`config.mk`:
```
export PLATFORM = sky130hd
export DESIGN_NAME = shift_sequencer
export DESIGN_NICKNAME = d
export VERILOG_FILES = /design/src/rtl/shift_seq_pkg.sv /design/src/rtl/shift_sequencer_cmd_hold_reg.sv /design/src/rtl/shift_sequencer.sv
export SDC_FILE = /design/constraint.sdc
export NUM_CORES = 1
export LEC_CHECK = 0
export CAP_MARGIN = 15
export CORE_UTILIZATION = 52
export CTS_CLUSTER_DIAMETER = 150
export DETAILED_ROUTE_END_ITERATION = 12
export MAX_ROUTING_LAYER = met4
export PLACE_DENSITY = 0.83
export SYNTH_ARGS = -nofsm -noshare
export SYNTH_HDL_FRONTEND = slang
export SYNTH_SLANG_ARGS = --single-unit
```
`constraint.sdc`:
```
create_clock -name clock -period 2.5 [get_ports clock]
set_clock_uncertainty 0.1 [all_clocks]
set_input_delay 0.375 -clock clock [delete_from_list [all_inputs] [get_ports clock]]
set_output_delay 0.375 -clock clock [all_outputs]
set_load 0.1 [all_outputs]
```
`src/rtl/shift_seq_pkg.sv`:
```
// Shared types and constants for the shift sequencer and its holding register.
package shift_seq_pkg;

  typedef enum logic [1:0] {
    IDLE  = 2'd0,
    LOAD  = 2'd1,
    SHIFT = 2'd2,
    DONE  = 2'd3
  } state_t;

  localparam logic DIR_SHIFT = 1'b0;
  localparam logic DIR_ROT   = 1'b1;

  // Default configuration, matching the 8-bit downstream register.
  localparam int DEF_N          = 8;
  localparam int DEF_MAX_SHIFTS = 8;
  localparam int DEF_CW         = $clog2(DEF_MAX_SHIFTS + 1);

  // One command as offered on the cmd_* port (default widths).
  typedef struct packed {
    logic [DEF_N-1:0]  data;
    logic              dir;
    logic [DEF_CW-1:0] count;
  } cmd_t;

endpackage

```
`src/rtl/shift_sequencer_cmd_hold_reg.sv`:
```
// One-entry command holding register. Empty -> ready. A pop frees the entry,
// but ready only rises the cycle after the pop (no same-cycle bypass).
// Step counts above MAX_SHIFTS are clamped on capture.
module cmd_hold_reg #(
  parameter int N          = 8,
  parameter int MAX_SHIFTS = 8,
  parameter int CW         = 4
) (
  input  logic          clock,
  input  logic          resetn,
  input  logic          in_valid,
  output logic          in_ready,
  input  logic [N-1:0]  in_data,
  input  logic          in_dir,
  input  logic [CW-1:0] in_count,
  input  logic          pop,
  output logic          pend_valid,
  output logic [N-1:0]  pend_data,
  output logic          pend_dir,
  output logic [CW-1:0] pend_count
);

  localparam logic [CW-1:0] MAX_C = CW'(MAX_SHIFTS);

  logic [CW-1:0] count_sat;

  assign in_ready  = !pend_valid;
  assign count_sat = (in_count > MAX_C) ? MAX_C : in_count;

  // Capture a command when empty and offered; release it on pop.
  always_ff @(posedge clock or negedge resetn) begin
    if (!resetn) begin
      pend_valid <= 1'b0;
      pend_data  <= '0;
      pend_dir   <= 1'b0;
      pend_count <= '0;
    end else if (pop) begin
      pend_valid <= 1'b0;
    end else if (in_valid && in_ready) begin
      pend_valid <= 1'b1;
      pend_data  <= in_data;
      pend_dir   <= in_dir;
      pend_count <= count_sat;
    end
  end

endmodule

```
`src/rtl/shift_sequencer.sv`:
```
// Control stage for an N-bit load/shift/rotate register: one parallel load
// followed by a counted run of shift (serial fill) or rotate steps.
// All sr_*, busy and done outputs come straight from flops; only cmd_ready and
// ser_ready are decoded, and only from registered state.
//
// Handshakes: a transfer happens at a rising clock edge where valid and ready
// are both 1. valid must not depend on ready; ready never depends on valid.
// On cmd_*, ready means the holding register is empty. On ser_*, ready is
// high only while a shift-mode command still has steps outstanding.
module shift_sequencer
  import shift_seq_pkg::*;
#(
  parameter  int N          = DEF_N,
  parameter  int MAX_SHIFTS = DEF_MAX_SHIFTS,
  localparam int CW         = $clog2(MAX_SHIFTS + 1)
) (
  input  logic          clock,
  input  logic          resetn,
  input  logic          cmd_valid,
  output logic          cmd_ready,
  input  logic [N-1:0]  cmd_data,
  input  logic          cmd_dir,
  input  logic [CW-1:0] cmd_count,
  input  logic          ser_valid,
  output logic          ser_ready,
  input  logic          ser_bit,
  output logic          sr_load,
  output logic [N-1:0]  sr_d,
  output logic          sr_en,
  output logic          sr_rl,
  output logic          sr_serial,
  output logic          busy,
  output logic          done,
  output logic [1:0]    dbg_state
);

  state_t        state, next_state;
  logic [CW-1:0] remaining, remaining_d;
  logic          pop;
  logic          ser_hs;
  logic          load_d, en_d, serial_d, busy_d, done_d;

  logic          pend_valid;
  logic [N-1:0]  pend_data;
  logic          pend_dir;
  logic [CW-1:0] pend_count;

  cmd_hold_reg #(
    .N          (N),
    .MAX_SHIFTS (MAX_SHIFTS),
    .CW         (CW)
  ) u_hold (
    .clock      (clock),
    .resetn     (resetn),
    .in_valid   (cmd_valid),
    .in_ready   (cmd_ready),
    .in_data    (cmd_data),
    .in_dir     (cmd_dir),
    .in_count   (cmd_count),
    .pop        (pop),
    .pend_valid (pend_valid),
    .pend_data  (pend_data),
    .pend_dir   (pend_dir),
    .pend_count (pend_count)
  );

  // sr_rl doubles as the working direction of the active command.
  assign ser_ready = (state == SHIFT) && (sr_rl == DIR_SHIFT) && (remaining != '0);
  assign ser_hs    = ser_valid && ser_ready;
  assign dbg_state = state;

  // Next state, step counter and the values the output flops take next cycle.
  always_comb begin
    next_state  = state;
    remaining_d = remaining;
    pop         = 1'b0;
    serial_d    = sr_serial;
    case (state)
      IDLE: begin
        if (pend_valid) begin
          pop        = 1'b1;
          next_state = LOAD;
        end
      end
      LOAD: begin
        next_state = (remaining == '0) ? DONE : SHIFT;
      end
      SHIFT: begin
        if (sr_rl == DIR_ROT) begin
          // One step per cycle; the step that brings remaining to 0 is the
          // current cycle's pulse, so leave immediately afterwards.
          remaining_d = remaining - CW'(1);
          if (remaining == CW'(1)) next_state = DONE;
        end else if (remaining == '0) begin
          // Last accepted fill bit is being applied this cycle.
          next_state = DONE;
        end else if (ser_hs) begin
          remaining_d = remaining - CW'(1);
          serial_d    = ser_bit;
        end
      end
      DONE: begin
        if (pend_valid) begin
          pop        = 1'b1;
          next_state = LOAD;
        end else begin
          next_state = IDLE;
        end
      end
      default: next_state = IDLE;
    endcase
    if (pop) remaining_d = pend_count;
    load_d = (next_state == LOAD);
    busy_d = (next_state != IDLE);
    done_d = (next_state == DONE);
    // Rotate pulses on every SHIFT cycle; shift pulses the cycle after a fill bit is taken.
    en_d   = (sr_rl == DIR_ROT) ? (next_state == SHIFT) : ser_hs;
  end

  // State, counter and registered register-control outputs.
  always_ff @(posedge clock or negedge resetn) begin
    if (!resetn) begin
      state     <= IDLE;
      remaining <= '0;
      sr_load   <= 1'b0;
      sr_d      <= '0;
      sr_en     <= 1'b0;
      sr_rl     <= 1'b0;
      sr_serial <= 1'b0;
      busy      <= 1'b0;
      done      <= 1'b0;
    end else begin
      state     <= next_state;
      remaining <= remaining_d;
      sr_load   <= load_d;
      sr_en     <= en_d;
      sr_serial <= serial_d;
      busy      <= busy_d;
      done      <= done_d;
      if (pop) begin
        sr_d  <= pend_data;
        sr_rl <= pend_dir;
      end
    end
  end

endmodule
```
==> qor.csv <==
stage;metric;value;unit
worst_setup_path;CP Launch Type;flip-flop;
synth;syn avg cell area;12.6;um2
route;Initial DRC Count;16;
synth;Post-synth EDFFs;0;
global_route;largest net degree at the start of global routing;35;
synth;Synth Flop Type;dfrtp_1;
sta;Max Slew Vio Count;0;
route;Vias/cell;5.34;
synth;cell count after synthesis;121;
synth;synth warn;0;
floorplanning;Rows;19;
route;Post-DRT Antenna Nets;0;
clocking;TritonCTS Sinks;34;
synth;syn_nets;145;
synth;top cells by area, synth;dfrtp_1 (56%), mux2_2 (10%), mux2_1 (5.9%);
sta;Setup violations, final;0;
floorplanning;Initial Util;54.9;%
floorplanning;Die Area;3160;um2
synth;Synth area leader;dfrtp_1;
final_layout;Fill cells;212;
clocking;postcts setup bufs;0;
synth;Synth Area in Simple Gates;10.2;%
synth;Seq cells post-synth;34;
route;Avg WL per Cell;14.0;um
sta;Fmax;0.479;GHz
final_layout;Multi-input gate area;623;um2
sta;Final Hold Violating Endpoints;0;
run_status;run status;completed;
clocking;CTS tree;done;
synth;multiplexer share of the synthesized area;16.9;%
worst_setup_path;Critical Path AT;1.61;ns
synth;post-synthesis compound-gate area fraction;6.63;%
route;final WL;2710;um
clocking;clock tree buffer depth;2;
clocking;hold_buf cts;0;
clocking;Num CTS Buffers;5;
global_route;antenna violations before repair;0;
clocking;worst skew pair latency;0.33;ns
final_layout;area grow syn2layout;27.6;%
global_route;gr ovfl total;0;
worst_setup_path;CP max FO;6;
synth;synthesized area;1530;um2
synth;post-synthesis adder-cell area fraction;4.91;%
sta;Post-Route Setup TNS;0;ns
synth;main combinational cell family by area after synthesis;multiplexers;
sta;worst rel slew slack;53.8;%
final_layout;Sequential cell area;853;um2
global_route;first-pass GRT wire length;4790;um
final_layout;fin nets;185;
floorplanning;core footprint;2780;um2
worst_setup_path;Critical Path RT;2.03;ns
final_layout;Antenna Cells;0;
place;Post-DP HPWL;2040;um
place;Final Wtd Congestion;0.770;
floorplanning;Die Y;56.2;um
place;port bufs;35;
synth;register area share after synthesis;55.7;%
route;drt pass-1 iters;4;
clocking;CTS H-tree depth;2;
synth;Post-synth ARST share;100;%
synth;top-area cell type share of the netlist area;55.7;%
sta;Worst-Margin Slew;0.693;ns
clocking;Resized cells post-CTS;0;
job;max-cap violations;0;
worst_setup_path;WS Path Type;reg2out;
worst_setup_path;critical path capture point type;primary output;
clocking;Clock Pin Slew Worst Setup and Hold Paths;0.11;ns
synth;Post-synth top cells;dfrtp_1 (34), mux2_2 (14), inv_1 (10);
global_route;vias in the first global route;1086;
clocking;CTS root buffer;clkbuf_4;
route;Vias;1030;
floorplanning;num ports;36;
hold_path;hold crit path type;in2async;
synth;count leader, synth;dfrtp_1;
synth;xor/xnor cell area share of the yosys netlist;1.72;%
sta;final hold slack;0.339;ns
sta;Period minus WS final;2.09;ns
floorplanning;Die Span X;56.2;um
sta;Tcrit/Tclk final;83.5;%
place;dpl cell area;1890;um2
route;DRC;0;
sta;unrepaired setup endpoints after global routing;no;
global_route;Global Route Usage Sum;20.7;%
final_layout;layout cell share with drive strength beyond 1;30.9;%
final_layout;cell area after layout;1950;um2
synth;Distinct cells, synth;29;
final timing paths:
path,from,endpoint,slack (ns),cells after the start
max in group asynchronous,resetn,dbg_state[1],1.63,2
max,dbg_state[0],ser_ready,0.41,5
min in group clock,u_hold.pend_data[5],u_hold.pend_data[5],0.40,1
min reg2reg,u_hold.pend_data[5],u_hold.pend_data[5],0.40,1
min,resetn,sr_d[4],0.34,2
max reg2reg,dbg_state[0],sr_rl,0.50,4
cell usage in the layout (no fill, tap or decap), drive strengths merged, types with 2 or more instances in the layout:
| cell | instances |
|---|---|
| a21o | 2 |
| a21oi | 6 |
| a221o | 2 |
| buf | 20 |
| clkbuf | 7 |
| clkdlybuf4s50 | 17 |
| dfrtp | 34 |
| ha | 6 |
| inv | 11 |
| mux2 | 22 |
| nand2 | 3 |
| nand2b | 2 |
| nand3 | 2 |
| nand3b | 3 |
| nor2 | 6 |
| nor3 | 4 |
| o21ai | 5 |
| xnor2 | 3 |
stage by stage:
| stage | setup slack [ns] | utilization (%) | instances |
|---|---|---|---|
| global placement | 0.601 | 67.9 | 185 |
| CTS | 0.402 | 70.1 | 193 |
| floorplan | 0.104 | - | 121 |
| detailed placement | 0.524 | 67.9 | 185 |
| global route | 0.328 | 70.1 | 193 |
| finish | 0.412 | 70.1 | 193 |
routing by layer:
| metal | global-route usage, % | vias to the layer above | part of all wire [%] |
|---|---|---|---|
| li1 | - | 495 | - |
| met1 | 23.9 | 504 | 43 |
| met2 | 34.7 | 26 | 51 |
| met3 | 4.42 | 5 | 3.6 |
| met4 | 9.41 | 0 | 1.7 |
| met5 | - | - | 0 |
critical path, cell delays in order (launching register included):
cell      delay [ns]
dfrtp_2         0.46
inv_1           0.10
ha_1            0.25
nand2b_1        0.12
a21oi_4         0.16
buf_12          0.19
final cells by class:
| class | instances | share of cell area (%) |
|---|---|---|
| flip-flops and latches | 34 | 43.8 |
| multi-input cells | 72 | 32.0 |
| repair buffers | 37 | 17.1 |
| clock buffers | 7 | 2.82 |
| inverters | 11 | 2.12 |
| well taps | 31 | 1.99 |
| clock inverters | 1 | 0.257 |
registers in the layout, summed over array words and instances, names as in the netlist, 2 cells and up:
| signal | cells |
|---|---|
| u_hold.pend_count | 4 |
| sr_d | 8 |
| u_hold.pend_data | 8 |
| dbg_state | 2 |
| remaining | 4 |
cell families after synthesis:
| group | after synthesis |
|---|---|
| muxes | 23 |
| and+or+nand+nor | 24 |
| xor gates and xnor gates | 3 |
| DFF | 34 |
| AOI/OAI and AO/OA | 16 |
| buffers and inverters | 15 |
| adders and majority gates | 6 |
Power is left out: the tool's default activity adds up to more than one toggle a clock period on the data nets, which glitch-free logic cannot reach.
